**src/rtl/cpu_defs_pkg.sv**
```systemverilog
// Shared SDC24 QP core definitions: opcodes, functs,
// ALU operations, datapath select encodings and controller states.
package cpu_defs_pkg;

  localparam logic [5:0] OP_R    = 6'h00;
  localparam logic [5:0] OP_ADDI = 6'h08;
  localparam logic [5:0] OP_LW   = 6'h23;
  localparam logic [5:0] OP_SW   = 6'h2B;
  localparam logic [5:0] OP_BEQ  = 6'h04;
  localparam logic [5:0] OP_BNE  = 6'h05;
  localparam logic [5:0] OP_JAL  = 6'h03;
  localparam logic [5:0] OP_ORI  = 6'h0D;
  localparam logic [5:0] OP_XORI = 6'h16;

  localparam logic [5:0] FN_ADD = 6'h20;
  localparam logic [5:0] FN_SUB = 6'h22;
  localparam logic [5:0] FN_AND = 6'h24;
  localparam logic [5:0] FN_OR  = 6'h25;
  localparam logic [5:0] FN_SLT = 6'h2A;
  localparam logic [5:0] FN_SGT = 6'h14;
  localparam logic [5:0] FN_SLL = 6'h00;
  localparam logic [5:0] FN_SRL = 6'h02;
  localparam logic [5:0] FN_NOR = 6'h27;
  localparam logic [5:0] FN_XOR = 6'h15;
  localparam logic [5:0] FN_JR  = 6'h08;

  typedef enum logic [3:0] {
    ALU_ADD = 4'd0,
    ALU_SUB = 4'd1,
    ALU_AND = 4'd2,
    ALU_OR  = 4'd3,
    ALU_SLT = 4'd4,
    ALU_SGT = 4'd5,
    ALU_NOR = 4'd6,
    ALU_XOR = 4'd7,
    ALU_SLL = 4'd8,
    ALU_SRL = 4'd9
  } aluop_t;

  localparam logic [1:0] RD_RT = 2'b00;
  localparam logic [1:0] RD_RD = 2'b01;
  localparam logic [1:0] RD_RA = 2'b10;

  localparam logic [1:0] WB_ALU = 2'b00;
  localparam logic [1:0] WB_MDR = 2'b01;
  localparam logic [1:0] WB_PC  = 2'b10;

  localparam logic [1:0] SA_PC    = 2'b00;
  localparam logic [1:0] SA_A     = 2'b01;
  localparam logic [1:0] SA_SHAMT = 2'b10;

  localparam logic [1:0] SB_B    = 2'b00;
  localparam logic [1:0] SB_4    = 2'b01;
  localparam logic [1:0] SB_IMM  = 2'b10;
  localparam logic [1:0] SB_IMM2 = 2'b11;

  localparam logic [1:0] PC_ALU    = 2'b00;
  localparam logic [1:0] PC_ALUOUT = 2'b01;
  localparam logic [1:0] PC_JUMP   = 2'b10;
  localparam logic [1:0] PC_A      = 2'b11;

  typedef enum logic [3:0] {
    S_FETCH   = 4'd0,
    S_DECODE  = 4'd1,
    S_MEMADDR = 4'd2,
    S_MEMRD   = 4'd3,
    S_WB_MEM  = 4'd4,
    S_MEMWR   = 4'd5,
    S_EXEC_R  = 4'd6,
    S_WB_R    = 4'd7,
    S_EXEC_I  = 4'd8,
    S_WB_I    = 4'd9,
    S_BRANCH  = 4'd10,
    S_JAL     = 4'd11,
    S_JR      = 4'd12
  } state_t;

endpackage

```
**src/rtl/multicycle_controller_if.sv**
```systemverilog
// Control bundle between the multi-cycle controller (slave)
// and the datapath side that feeds it IR fields and flags (master).
interface multicycle_controller_if #(
  parameter int STATE_W = 4
);
  logic [5:0]         opCode;
  logic [5:0]         funct;
  logic               zero;
  logic               mem_ready;
  logic               PCWrite;
  logic               IorD;
  logic               MemReadEn;
  logic               MemWriteEn;
  logic               IRWrite;
  logic [1:0]         RegDst;
  logic [1:0]         MemtoReg;
  logic               RegWriteEn;
  logic [1:0]         ALUSrcA;
  logic [1:0]         ALUSrcB;
  logic [3:0]         ALUOp;
  logic [1:0]         PCSource;
  logic               instr_done;
  logic               illegal;
  logic [STATE_W-1:0] state;

  modport master (
    output opCode, funct, zero, mem_ready,
    input  PCWrite, IorD, MemReadEn, MemWriteEn,
    input  IRWrite, RegDst, MemtoReg, RegWriteEn,
    input  ALUSrcA, ALUSrcB, ALUOp, PCSource,
    input  instr_done, illegal, state
  );

  modport slave (
    input  opCode, funct, zero, mem_ready,
    output PCWrite, IorD, MemReadEn, MemWriteEn,
    output IRWrite, RegDst, MemtoReg, RegWriteEn,
    output ALUSrcA, ALUSrcB, ALUOp, PCSource,
    output instr_done, illegal, state
  );
endinterface

```
**src/rtl/alu_funct_decoder.sv**
```systemverilog
// R-type funct decode: ALU operation, shift/jr flags and
// whether the funct is supported at all.
module alu_funct_decoder
  import cpu_defs_pkg::*;
(
  input  logic [5:0] funct,
  output aluop_t     alu_op,
  output logic       is_shift,
  output logic       is_jr,
  output logic       valid
);

  always_comb begin
    alu_op   = ALU_ADD;
    is_shift = 1'b0;
    is_jr    = 1'b0;
    valid    = 1'b1;
    unique case (funct)
      FN_ADD: alu_op = ALU_ADD;
      FN_SUB: alu_op = ALU_SUB;
      FN_AND: alu_op = ALU_AND;
      FN_OR:  alu_op = ALU_OR;
      FN_SLT: alu_op = ALU_SLT;
      FN_SGT: alu_op = ALU_SGT;
      FN_NOR: alu_op = ALU_NOR;
      FN_XOR: alu_op = ALU_XOR;
      FN_SLL: begin
        alu_op   = ALU_SLL;
        is_shift = 1'b1;
      end
      FN_SRL: begin
        alu_op   = ALU_SRL;
        is_shift = 1'b1;
      end
      FN_JR:  is_jr = 1'b1;
      default: valid = 1'b0;
    endcase
  end

endmodule

```
**src/rtl/multicycle_controller.sv**
```systemverilog
// Moore control FSM for the multi-cycle QP core; only the
// mem_ready and zero inputs gate outputs within a cycle.
module multicycle_controller
  import cpu_defs_pkg::*;
#(
  parameter int STATE_W = 4
) (
  input logic clk,
  input logic rst,
  multicycle_controller_if.slave bus
);

  state_t state_q, state_d;

  aluop_t fn_op;
  logic   fn_shift, fn_jr, fn_valid;

  alu_funct_decoder u_fdec (
    .funct    (bus.funct),
    .alu_op   (fn_op),
    .is_shift (fn_shift),
    .is_jr    (fn_jr),
    .valid    (fn_valid)
  );

  logic [5:0] op;
  logic is_r, is_mem, is_i, is_br, is_jal;

  assign op     = bus.opCode;
  assign is_r   = op == OP_R;
  assign is_mem = (op == OP_LW) || (op == OP_SW);
  assign is_i   = (op == OP_ADDI) || (op == OP_ORI)
               || (op == OP_XORI);
  assign is_br  = (op == OP_BEQ) || (op == OP_BNE);
  assign is_jal = op == OP_JAL;

  logic       pc_wr, iord, mem_rd, mem_wr, ir_wr;
  logic       reg_wr, done, ill;
  logic [1:0] reg_dst, mem_to_reg, alu_a, alu_b, pc_src;
  aluop_t     alu_op;

  always_comb begin
    state_d    = state_q;
    pc_wr      = 1'b0;
    iord       = 1'b0;
    mem_rd     = 1'b0;
    mem_wr     = 1'b0;
    ir_wr      = 1'b0;
    reg_wr     = 1'b0;
    done       = 1'b0;
    ill        = 1'b0;
    reg_dst    = RD_RT;
    mem_to_reg = WB_ALU;
    alu_a      = SA_PC;
    alu_b      = SB_B;
    pc_src     = PC_ALU;
    alu_op     = ALU_ADD;
    case (state_q)
      S_FETCH: begin
        mem_rd = 1'b1;
        alu_b  = SB_4;
        if (bus.mem_ready) begin
          ir_wr   = 1'b1;
          pc_wr   = 1'b1;
          state_d = S_DECODE;
        end
      end
      S_DECODE: begin
        alu_b = SB_IMM2;
        unique case (1'b1)
          is_mem: state_d = S_MEMADDR;
          is_r && fn_valid && !fn_jr:
            state_d = S_EXEC_R;
          is_r && fn_jr: state_d = S_JR;
          is_i:   state_d = S_EXEC_I;
          is_br:  state_d = S_BRANCH;
          is_jal: state_d = S_JAL;
          default: begin
            ill     = 1'b1;
            done    = 1'b1;
            state_d = S_FETCH;
          end
        endcase
      end
      S_MEMADDR: begin
        alu_a   = SA_A;
        alu_b   = SB_IMM;
        state_d = (op == OP_SW) ? S_MEMWR : S_MEMRD;
      end
      S_MEMRD: begin
        iord   = 1'b1;
        mem_rd = 1'b1;
        if (bus.mem_ready) state_d = S_WB_MEM;
      end
      S_WB_MEM: begin
        mem_to_reg = WB_MDR;
        reg_wr     = 1'b1;
        done       = 1'b1;
        state_d    = S_FETCH;
      end
      S_MEMWR: begin
        iord   = 1'b1;
        mem_wr = 1'b1;
        if (bus.mem_ready) begin
          done    = 1'b1;
          state_d = S_FETCH;
        end
      end
      S_EXEC_R: begin
        alu_a   = fn_shift ? SA_SHAMT : SA_A;
        alu_op  = fn_op;
        state_d = S_WB_R;
      end
      S_WB_R: begin
        reg_dst = RD_RD;
        reg_wr  = 1'b1;
        done    = 1'b1;
        state_d = S_FETCH;
      end
      S_EXEC_I: begin
        alu_a   = SA_A;
        alu_b   = SB_IMM;
        alu_op  = (op == OP_ORI)  ? ALU_OR
                : (op == OP_XORI) ? ALU_XOR
                : ALU_ADD;
        state_d = S_WB_I;
      end
      S_WB_I: begin
        reg_wr  = 1'b1;
        done    = 1'b1;
        state_d = S_FETCH;
      end
      S_BRANCH: begin
        alu_a   = SA_A;
        alu_op  = ALU_SUB;
        pc_src  = PC_ALUOUT;
        pc_wr   = (op == OP_BNE) ? ~bus.zero : bus.zero;
        done    = 1'b1;
        state_d = S_FETCH;
      end
      S_JAL: begin
        // PC already holds PC+4 here, so it is the link value
        pc_wr      = 1'b1;
        pc_src     = PC_JUMP;
        reg_dst    = RD_RA;
        mem_to_reg = WB_PC;
        reg_wr     = 1'b1;
        done       = 1'b1;
        state_d    = S_FETCH;
      end
      S_JR: begin
        alu_a   = SA_A;
        pc_wr   = 1'b1;
        pc_src  = PC_A;
        done    = 1'b1;
        state_d = S_FETCH;
      end
      default: state_d = S_FETCH;
    endcase
  end

  always_ff @(posedge clk) begin
    if (!rst) state_q <= S_FETCH;
    else      state_q <= state_d;
  end

  // Reset masks every output in the same cycle, so an
  // abandoned instruction cannot write anything back.
  assign bus.PCWrite    = rst & pc_wr;
  assign bus.IorD       = rst & iord;
  assign bus.MemReadEn  = rst & mem_rd;
  assign bus.MemWriteEn = rst & mem_wr;
  assign bus.IRWrite    = rst & ir_wr;
  assign bus.RegWriteEn = rst & reg_wr;
  assign bus.instr_done = rst & done;
  assign bus.illegal    = rst & ill;
  assign bus.RegDst     = rst ? reg_dst    : '0;
  assign bus.MemtoReg   = rst ? mem_to_reg : '0;
  assign bus.ALUSrcA    = rst ? alu_a      : '0;
  assign bus.ALUSrcB    = rst ? alu_b      : '0;
  assign bus.ALUOp      = rst ? alu_op     : '0;
  assign bus.PCSource   = rst ? pc_src     : '0;
  assign bus.state      = rst ? STATE_W'(state_q) : '0;

endmodule

```
**src/flat_wrapper.sv**
```systemverilog
// flat-port wrapper written by rule: the top's interface ports become plain ports
module multicycle_controller_flat import cpu_defs_pkg::*;
#(
  parameter int STATE_W = 4
)
  (clk, rst, bus_opCode, bus_funct, bus_zero, bus_mem_ready, bus_PCWrite, bus_IorD, bus_MemReadEn, bus_MemWriteEn, bus_IRWrite, bus_RegDst, bus_MemtoReg, bus_RegWriteEn, bus_ALUSrcA, bus_ALUSrcB, bus_ALUOp, bus_PCSource, bus_instr_done, bus_illegal, bus_state);
  multicycle_controller_if #(.STATE_W(STATE_W)) bus_i ();
  input logic clk;
  input logic rst;
  input wire logic [$bits(bus_i.opCode)-1:0] bus_opCode;
  input wire logic [$bits(bus_i.funct)-1:0] bus_funct;
  input wire logic [$bits(bus_i.zero)-1:0] bus_zero;
  input wire logic [$bits(bus_i.mem_ready)-1:0] bus_mem_ready;
  output wire logic [$bits(bus_i.PCWrite)-1:0] bus_PCWrite;
  output wire logic [$bits(bus_i.IorD)-1:0] bus_IorD;
  output wire logic [$bits(bus_i.MemReadEn)-1:0] bus_MemReadEn;
  output wire logic [$bits(bus_i.MemWriteEn)-1:0] bus_MemWriteEn;
  output wire logic [$bits(bus_i.IRWrite)-1:0] bus_IRWrite;
  output wire logic [$bits(bus_i.RegDst)-1:0] bus_RegDst;
  output wire logic [$bits(bus_i.MemtoReg)-1:0] bus_MemtoReg;
  output wire logic [$bits(bus_i.RegWriteEn)-1:0] bus_RegWriteEn;
  output wire logic [$bits(bus_i.ALUSrcA)-1:0] bus_ALUSrcA;
  output wire logic [$bits(bus_i.ALUSrcB)-1:0] bus_ALUSrcB;
  output wire logic [$bits(bus_i.ALUOp)-1:0] bus_ALUOp;
  output wire logic [$bits(bus_i.PCSource)-1:0] bus_PCSource;
  output wire logic [$bits(bus_i.instr_done)-1:0] bus_instr_done;
  output wire logic [$bits(bus_i.illegal)-1:0] bus_illegal;
  output wire logic [$bits(bus_i.state)-1:0] bus_state;
  assign bus_i.opCode = bus_opCode;
  assign bus_i.funct = bus_funct;
  assign bus_i.zero = bus_zero;
  assign bus_i.mem_ready = bus_mem_ready;
  assign bus_PCWrite = bus_i.PCWrite;
  assign bus_IorD = bus_i.IorD;
  assign bus_MemReadEn = bus_i.MemReadEn;
  assign bus_MemWriteEn = bus_i.MemWriteEn;
  assign bus_IRWrite = bus_i.IRWrite;
  assign bus_RegDst = bus_i.RegDst;
  assign bus_MemtoReg = bus_i.MemtoReg;
  assign bus_RegWriteEn = bus_i.RegWriteEn;
  assign bus_ALUSrcA = bus_i.ALUSrcA;
  assign bus_ALUSrcB = bus_i.ALUSrcB;
  assign bus_ALUOp = bus_i.ALUOp;
  assign bus_PCSource = bus_i.PCSource;
  assign bus_instr_done = bus_i.instr_done;
  assign bus_illegal = bus_i.illegal;
  assign bus_state = bus_i.state;
  multicycle_controller #(.STATE_W(STATE_W)) u_core (.clk(clk), .rst(rst), .bus(bus_i));
endmodule
```
**config.mk**
```make
export PLATFORM = sky130hd
export DESIGN_NAME = multicycle_controller_flat
export DESIGN_NICKNAME = d
export VERILOG_FILES = /design/src/rtl/cpu_defs_pkg.sv /design/src/rtl/multicycle_controller_if.sv /design/src/rtl/alu_funct_decoder.sv /design/src/rtl/multicycle_controller.sv /design/src/flat_wrapper.sv
export SDC_FILE = /design/constraint.sdc
export NUM_CORES = 1
export LEC_CHECK = 0
export CAP_MARGIN = 10
export CELL_PAD_IN_SITES_DETAIL_PLACEMENT = 1
export CELL_PAD_IN_SITES_GLOBAL_PLACEMENT = 1
export CORE_UTILIZATION = 28
export CTS_CLUSTER_DIAMETER = 50
export DETAILED_ROUTE_END_ITERATION = 8
export GPL_ROUTABILITY_DRIVEN = 0
export PLACE_DENSITY = 0.84
export SYNTH_ARGS = -nofsm -noshare
export SYNTH_HDL_FRONTEND = slang
export SYNTH_SLANG_ARGS = --single-unit
```
**constraint.sdc**
```tcl
create_clock -name clk -period 1.9 [get_ports clk]
set_clock_uncertainty 0.05 [all_clocks]
set_input_delay 0.19 -clock clk [delete_from_list [all_inputs] [get_ports clk]]
set_output_delay 0.19 -clock clk [all_outputs]
set_load 0.01 [all_outputs]
```
==> results by group, run 1 <==
Logic synthesis
  • Largest cells by area after synthesis: nor2_1 (9.2%), dfxtp_1 (7.9%), a21oi_1 (5.9%)
  • Synth Net Count: 180
  • Sequential cell area fraction in the yosys report: 0.0787
  • Register bit total from synthesis: 4
  • Synthesized instance count: ~160
  • Yosys warns: 0
  • Top_reg_cell synth: dfxtp_1
  • Distinct cell type count after synthesis: 50
  • Synth top cells by count: nor2_1 (25), nand2_1 (15), a21oi_1 (12)
  • Most common cell in the netlist: nor2_1
  • Number of synthesized flops with an enable pin: 0
  • Synthesized area: around 1000 µm²
  • Synth top area share: 0.0923
  • Syn avg cell area: just over 6 µm²
  • Synth async-reset ratio: 0
  • Leading area contributor after synthesis: nor2_1

Global route
  • Grt total ovfl: 0
  • Vias in the first global route: roughly 1900
  • First-pass GRT wire length: around 10 mm
  • Largest net degree at the start of global routing: 9
  • Initial antenna violation count: 0
  • Overall Global Routing Usage: 0.328

Clock network
  • Max Root-Sink Buffers: 2
  • Clk sinks: 4
  • CTS tree: done
  • Cts hold-fix bufs: 0
  • H-tree levels: 1
  • TritonCTS Buffers: 3
  • Worst-Skew Late Latency: around 0.24 ns
  • Clock-pin slew on the worst setup and hold paths: about 0.040 ns
  • CTS Root Cell: clkbuf_4

Pwr
  • Internal: 0.405 mW
  • Clk pwr share: 0.158
  • Switching Power: 0.316 mW
  • Seq pwr share: 0.137
  • P per Cell Area: between 300 and 400 nW/µm²
  • Pleak: approximately 1.0 nW
  • Worst VDD drop: approximately 0.00027 V
  • Total power: around 0.72 mW
  • Switching Fraction: 0.438
  • Power share of the combinational group: 0.705

Place
  • PortBufs: 41
  • Dpl cell area: between 1500 and 2000 µm²
  • Hpwl dp: ~3.9 mm

Critical path
  • Crit path launch type: primary input
  • Worst Path Max Fanout: 6
  • Largest stage delay on the critical path: around 0.35 ns
  • Most used cell, CP: nand4_1
  • Crit path required time: around 1.7 ns
  • Critical Path AT: roughly 1.7 ns
  • Largest delay share family, worst path: buffers and inverters
  • R2r setup slk: roughly 0.14 ns
  • Setup Crit Path Kind: in2out
  • Worst setup EP type: output port
  • Crit-path slowest cell: dlygate4sd2_1
  • CP cell instances: dlygate4sd2_1, inv_1, nand4_1, a31o_1, nand4_1, a21oi_1, clkbuf_2
  • Worst Path Buf+Inv: 3

Final layout
  • Antenna Cells: 0
  • Final nets: ~290
  • Post-layout util: 0.626
  • Layout cells sized above 1: 0.444
  • Largest register FFs: 4
  • Biggest regs: u_core.state_q x4
  • # fillers: around 440
  • Biggest register: u_core.state_q
  • Area delta synth->final: 110%
  • Final instance area: 2140 µm²

STA
  • Post-route minimum period: 1.93 ns
  • RSZ-0062 raised after global routing: true
  • Tightest Pin Transition: around 0.46 ns
  • Slew headroom: 0.691
  • Setup ws final: -0.0285 ns
  • Final number of setup-violating endpoints: 2
  • Final worst-path cycle share: 1.01
  • F_max: roughly 0.52 GHz
  • Slew Limit Fails: 0
  • Fin. Hold Viols: 0

Floorplan
  • Initial core utilization: 0.298
  • I/O pin count: 42
  • Die area: approximately 3900 µm²
  • Row count: 21
  • Die width: 62.3 µm
  • Die Y-Extent: approximately 62 µm
  • Core area: approximately 3400 µm²

Route
  • Post-Route WL: about 7.4 mm
  • Via count: about 1900
  • Drt initial violations: 135
  • Vias per cell: about 5.9
  • Drc violations: 0
  • Pre-antenna DRT Iters: 4
  • Avg WL per Cell: approximately 23 µm
  • Detail Route Antenna Nets: 0

Outcome
  • Outcome: finished, violations left
  • Failing checks: negative setup slack

Worst hold path
  • Hold Path Class: in2reg

Job
  • Max Cap Violations: 0
power by group through the flow:
stage / logic (mW) / registers [mW] / clock network, mW
2_1_floorplan: 0.168 / 0.0923 / 0
3_3_place_gp: 0.358 / 0.106 / 0
3_5_place_dp: 0.374 / 0.107 / 0
4_1_cts: 0.419 / 0.105 / 0.112
5_1_grt: 0.525 / 0.100 / 0.120
6_report: 0.509 / 0.0988 / 0.114
kinds of logic (layout without fill, tap and decap cells):
kind of cell    after synthesis  after routing  synth area share
flops                         4              4            0.0787
xor+xnor                      3              3            0.0258
compound gates               45             45             0.303
simple gates                 90             90             0.478
mux                           3              3            0.0308
buf+inv                      19            130            0.0836
cell usage in the layout (no fill, tap or decap), drive strengths merged, types with 3 or more instances in the layout:
master         instances
a21oi                 12
o21ai                  6
nor3                   5
nor2                  25
clkbuf                 9
xnor2                  3
nor3b                  5
inv                    8
nand3                  3
dfxtp                  4
nand2                 15
nor4                   3
clkdlybuf4s15          4
nand2b                 8
nor2b                  9
and3                   5
a31oi                  4
buf                   82
o32ai                  3
dlygate4sd2           21
clkdlybuf4s50          5
nand4                  3
and2                   3
final cells by class:
type	instances	area, µm²	area share
multi-input combinational	141	993	0.465
clock buffer	3	22.5	0.0105
sequential	4	95.1	0.0445
inverter	8	30.0	0.0140
timing repair buffer	119	940	0.439
tap	46	57.6	0.0269
through the flow:
step,setup slack (ns),TNS (ns),cells,hold WS (ns)
final,-0.0285,-0.0512,321,0.526
after global routing,-0.0767,-0.268,321,0.542
after CTS,-0.116,-0.116,315,0.534
after detailed placement,-0.594,-5.55,299,0.588
after global placement,-0.505,-4.54,299,0.579
after floorplan,0.416,0,164,0.355
path summary, 6_finish.rpt:
check                    startpoint           endpoint  cells after the start
hold reg to reg   u_core.state_q[1]  u_core.state_q[1]                      2
setup reg to reg  u_core.state_q[3]  u_core.state_q[1]                      6
hold / removal                  rst  u_core.state_q[3]                      5
setup / recovery       bus_funct[3]     bus_instr_done                      7
what timing repair did:
action                     CTS  global route
pin swaps                   10            10
resized for setup           76            25
setup buffers               13             6
setup endpoints to repair   24            12
per-layer routing:
metal  routed length [µm]  vias up  part of all wire  global-route usage
met2                 3630      134              0.49               0.603
met3                  558       33             0.075              0.0349
li1                     -      821                 -                   -
met4                  300        0             0.041               0.110
met5                    0        -                 0                   0
met1                 2910      903              0.39               0.392
worst reg2reg max path, stage by stage (launching register included):
cell and delay, ns:
dfxtp_4 0.37, buf_4 0.17, nand2b_1 0.22, buf_4 0.18, nor3_1 0.40, a31oi_1 0.09
o32ai_1 0.17
(Power assumes the default switching activity.)
==> inputs of run 2 (changes only) <==
Settings changed: CELL_PAD_IN_SITES_DETAIL_PLACEMENT 1 to 2, CELL_PAD_IN_SITES_GLOBAL_PLACEMENT 1 to 2, CORE_UTILIZATION 28 to 30, DONT_BUFFER_PORTS from default to 1, PLACE_DENSITY 0.84 to 0.81.
==> results by group, run 2 (synthesis results as in run 1) <==
Outcome
  • Outcome: completed

Final layout
  • Most common cell after layout, fill and taps aside: nor2_1
  • Layout cells sized above 1: 0.130
  • Final nets: 180
  • Biggest regs: u_core.state_q x4
  • Most frequent cells in the layout: nor2_1 (24), nand2_1 (15), a21oi_1 (11), nor2b_1 (8), nand2b_1 (8)
  • Area delta synth->final: 8.86%
  • Largest register FFs: 4
  • Fin cells: 206
  • # fillers: between 300 and 400
  • Antenna Cells: 0
  • Biggest register: u_core.state_q
  • Post-layout util: 0.354

Clock network
  • Clock-pin slew on the worst setup and hold paths: approximately 0.050 ns
  • TritonCTS Buffers: 3
  • CTS Root Cell: clkbuf_4
  • Clk sinks: 4
  • Setup Fix Bufs, Post-CTS: 0
  • Worst-Skew Late Latency: about 0.25 ns
  • CTS tree: done
  • H-tree levels: 1
  • Max Root-Sink Buffers: 2
  • Cts hold-fix bufs: 0

Pwr
  • P per Cell Area: approximately 380 nW/µm²
  • Clk pwr share: 0.274
  • Power share of the combinational group: 0.452
  • Switching Power: 0.178 mW
  • Worst VDD drop: about 0.00018 V
  • Internal: 0.238 mW
  • Switching Fraction: 0.428
  • Seq pwr share: 0.274
  • Pleak: ~0.39 nW

Critical path
  • Worst R2R End: u_core.state_q[1]
  • R2r setup slk: around 0.15 ns
  • Critical Path AT: around 1.6 ns
  • Setup Crit Path Kind: reg2out
  • Worst setup EP type: output port
  • Crit path required time: ~1.7 ns
  • Worst Path Max Fanout: 11
  • Worst R2R Start: u_core.state_q[0]
  • FF-to-FF path depth: 5
  • Crit path launch type: flop

Floorplan
  • Die Y-Extent: roughly 60 µm
  • Core area: about 3100 µm²
  • I/O pin count: between 40 and 50
  • Die width: roughly 60 µm
  • Row count: 20
  • Die area: 3630 µm²
  • Initial core utilization: 0.325

Route
  • Pre-antenna DRT Iters: 4
  • Vias per cell: 6.19
  • Via count: 1275
  • Drc violations: 0
  • Avg WL per Cell: ~20 µm
  • Drt initial violations: 32
  • Detail Route Antenna Nets: 0
  • Post-Route WL: 4.14 mm

Global route
  • Met2 Track Usage GR: 0.407
  • Overall Global Routing Usage: 0.231
  • First-pass GRT wire length: approximately 6.4 mm
  • Largest net degree at the start of global routing: 17
  • Met1 Usage GRT: 0.279
  • Grt total ovfl: 0
  • Initial antenna violation count: 0
  • Most Crowded Layer GR: met2
  • Routing usage on met3: 0.0476
  • Vias in the first global route: approximately 1300

Place
  • Hpwl dp: between 3 and 4 mm
  • Placed insts: 203
  • PortBufs: 0

STA
  • Hold_ws: 0.0532 ns
  • Setup TNS: 0 ns
  • F_max: between 0.5 and 0.6 GHz
  • Final number of setup-violating endpoints: 0
  • Final worst-path cycle share: 0.956
  • Tightest Pin Transition: ~0.54 ns
  • Post-route minimum period: approximately 1.8 ns
  • Fin. Hold Viols: 0
  • Slew Limit Fails: 0
  • Slew headroom: 0.635

Job
  • Max Cap Violations: 0

Worst hold path
  • Hold path endpoint: u_core.state_q[3]
  • Hold Path Class: in2reg
  • Hold Path Depth: 2
  • Min-delay src: rst
## run 2: area by class of cell
cell class / instances / area (µm²) / share of cell area
multi-input cells: 141 / 870 / 0.785
well taps: 44 / 55.1 / 0.0497
repair buffers: 6 / 45.0 / 0.0407
flip-flops and latches: 4 / 85.1 / 0.0768
inverters: 8 / 30.0 / 0.0271
clock buffers: 3 / 22.5 / 0.0203
## run 2: worst max-delay path by stage
stage                            startpoint                end  slack [ns]  cells after the start
after floorplan           u_core.state_q[2]       bus_ALUOp[0]        0.42                      5
after global placement    u_core.state_q[0]  u_core.state_q[1]        0.19                      5
after global routing      u_core.state_q[0]           bus_IorD       -0.02                      3
final                     u_core.state_q[1]       bus_ALUOp[0]        0.08                      3
after CTS                 u_core.state_q[2]     bus_instr_done        0.02                      5
after detailed placement  u_core.state_q[0]  u_core.state_q[1]        0.01                      5
## run 2: worst max-delay path, stage by stage, from the launching register on
cell and delay, ns:
dfxtp_2 0.38, nor2_1 0.38, nand4_1 0.24, a31oi_1 0.33
## run 2: power groups by stage
stage	clock (mW)	combinational [mW]	sequential, mW
finish	0.114	0.188	0.114
global route	0.115	0.204	0.116
CTS	0.112	0.184	0.112
detailed placement	0	0.183	0.113
global placement	0	0.171	0.110
floorplan	0	0.168	0.0923
## run 2: metrics by stage
stage	cell area, µm²	power [mW]	setup WS (ns)
2_1_floorplan	1020	0.260	0.416
3_3_place_gp	1060	0.281	0.190
3_5_place_dp	1060	0.296	0.0126
4_1_cts	1090	0.408	0.0180
5_1_grt	1110	0.435	-0.0207
6_report	1110	0.416	0.0840
## run 2: layer usage
metal	share of wire	routed length, µm
met4	0.014	57
met2	0.48	2000
met1	0.45	1850
met5	0	0
met3	0.055	228
## run 2: repair_timing
| item | in CTS | in global routing |
|---|---|---|
| resized for setup | 2 | 6 |
| endpoints found under the setup margin | 10 | 4 |
| pin swaps | 0 | 0 |
==> variant: new RTL, config.mk and constraints of run 1 <==
`STATE_W` is set to 4 in 3 places; all go to 5.
--- a/src/rtl/multicycle_controller_if.sv
+++ b/src/rtl/multicycle_controller_if.sv
@@ -3,3 +3,3 @@
 interface multicycle_controller_if #(
-  parameter int STATE_W = 4
+  parameter int STATE_W = 5
 );
--- a/src/rtl/multicycle_controller.sv
+++ b/src/rtl/multicycle_controller.sv
@@ -5,3 +5,3 @@
 #(
-  parameter int STATE_W = 4
+  parameter int STATE_W = 5
 ) (
--- a/src/flat_wrapper.sv
+++ b/src/flat_wrapper.sv
@@ -3,3 +3,3 @@
 #(
-  parameter int STATE_W = 4
+  parameter int STATE_W = 5
 )
Interface: changed (resized bus_state); port bits go from 42 to 43. No check against the original RTL was run, so the function may have changed too.
==> variant against run 1 <==
The flow still finishes with violations (negative setup slack). Wire length fell by 5.2%. Worst hold slack better by 0.047 ns. Sequential power increased by 7%. First-iteration DRC count decreased by 0.74%. Total power shrank 2.9%. Sequential cell count unchanged. Cell area up 0.94%. Setup slack improved by 0.021 ns. Critical path depth unchanged. Area after synthesis grew 1.1%. Largest cell class unchanged. Largest power group unchanged.
==> variant: results (changes against run 1) <==
Post-synth top cells = nor2_1 (25), nand2_1 (15), a21oi_1 (12)
failing checks = negative setup slack
vias in the first global route = 1931 (+2.3%)
vias per std cell = 5.861 (-0.51%)
ANT cells = 0 (unchanged)
critical path's top delay family = buffers and inverters
VDD IR max = 317.1 uV (+19%)
IO buf count = 41 (unchanged)
htree depth = 1 (unchanged)
DR WL/cell = 22.15 um (-4.0%)
fraction of layout cells with a size suffix above 1 = 47.60% (+3.2 points)
crit-path max cell delay = 0.48 ns (+0.13 ns)
CTS buffer count = 3 (unchanged)
WP data arrival = 1.67 ns (-0.02 ns)
Tot GR Track Use = 32.10% (-0.72 points)
synth top area cells = nor2_1 (9.1%), dfxtp_1 (7.8%), a21oi_1 (5.8%)
Main synth FF type = dfxtp_1
detailed placement HPWL = 4.151 mm (+5.3%)
Crit-path slowest cell = clkdlybuf4s50_1
ys async rst share = 0% (unchanged)
clock root cell = clkbuf_4
register area share after synthesis = 7.786% (-0.086 points)
Pleak = 1.027 nW (+0.16%)
YS warnings = 0 (unchanged)
final worst slack = -0.007117 ns (+0.02134 ns)
Hold Crit Class = flip-flop to flip-flop
clk slew on worst S/H paths = 0.04 ns (about the same)
outcome = finished, violations left
first-pass GRT wire length = 9.963 mm (about the same)
final setup vio count = 2 (unchanged)
initial antenna violation count = 0 (unchanged)
Syn Nets = 182 (+1.1%)
Final #Nets = 289 (-1.4%)
largest net degree at the start of global routing = 14 (+5)
post-synth cell types = 51 (+2.0%)
Max Buffers Root-to-Sink = 2 (unchanged)
initial DRC count = 134 (-0.74%)
Critical Path Fanout Max = 2 (-4)
-- variant: cell types whose count changed after synthesis --
| cell | change |
|---|---|
| conb_1 | +1 |
| buf_4 | +1 |
-- variant: through the flow --
step	instance area [um2]	setup TNS (ns)	hold slack (ns)	instances	worst slack, ns
floorplan	1028	0	0.3548	166	0.4159
global placement	1884	-4.558	0.5933	301	-0.5103
detailed placement	1884	-5.876	0.6098	301	-0.6196
CTS	2062	-0.1698	0.5984	309	-0.1085
global route	2158	-0.1150	0.5762	317	-0.03412
finish	2158	-0.01126	0.5721	317	-0.007117
-- variant: final timing paths --
| kind | cells past startpoint | start | slack, ns | end |
|---|---|---|---|---|
| worst max-delay path | 7 | bus_zero | -0.007 | bus_PCWrite |
| worst min-delay path | 2 | u_core.state_q[1] | 0.57 | u_core.state_q[1] |
| worst max register to register | 6 | u_core.state_q[0] | 0.18 | u_core.state_q[1] |
| worst min register to register | 2 | u_core.state_q[1] | 0.57 | u_core.state_q[1] |
-- variant: timing repair --
action,4_1_cts,5_1_grt
hold buffers,0,0
resized for setup,80,41
endpoints found under the hold margin,0,0
pin swaps,5,5
endpoints found under the setup margin,23,11
setup buffers,5,8
-- variant: routing by layer --
metal,wire length (um),part of all wire [%],global-route usage [%]
met1,2866,41,36.21
met2,3400,48,58.70
met3,526,7.5,6.022
met4,226,3.2,12.50
met5,0,0,0
-- variant: kinds of logic (layout without fill, tap and decap cells) --
logic type	after synthesis	after routing	synth area share, %
AND/OR/NAND/NOR	90	90	47.32
AO/OA/AOI/OAI	45	45	29.93
other	1	1	0.3646
buffers and inverters	20	125	9.002
flip-flops	4	4	7.786
XOR/XNOR	3	3	2.555
multiplexers	3	3	3.041
-- variant: layout make-up --
class / count / area, um2
Sequential cell: 4 / 95.09
Tap cell: 46 / 57.56
Clock buffer: 3 / 22.52
Multi-Input combinational cell: 142 / 1045
Timing Repair Buffer: 114 / 905.9
Inverter: 8 / 32.53
Fill cell: 431 / 1257
-- variant: power by group --
| group | internal (W) | switching, W |
|---|---|---|
| Clock | 0.0000709 | 0.0000387 |
| Combinational | 0.000240 | 0.000245 |
| Sequential | 0.0000879 | 0.0000184 |
-- variant: tightest hold or removal path, stage by stage, from the launching register on --
cell	delay [ns]
dfxtp_4	0.37
inv_4	0.11
o32ai_1	0.09
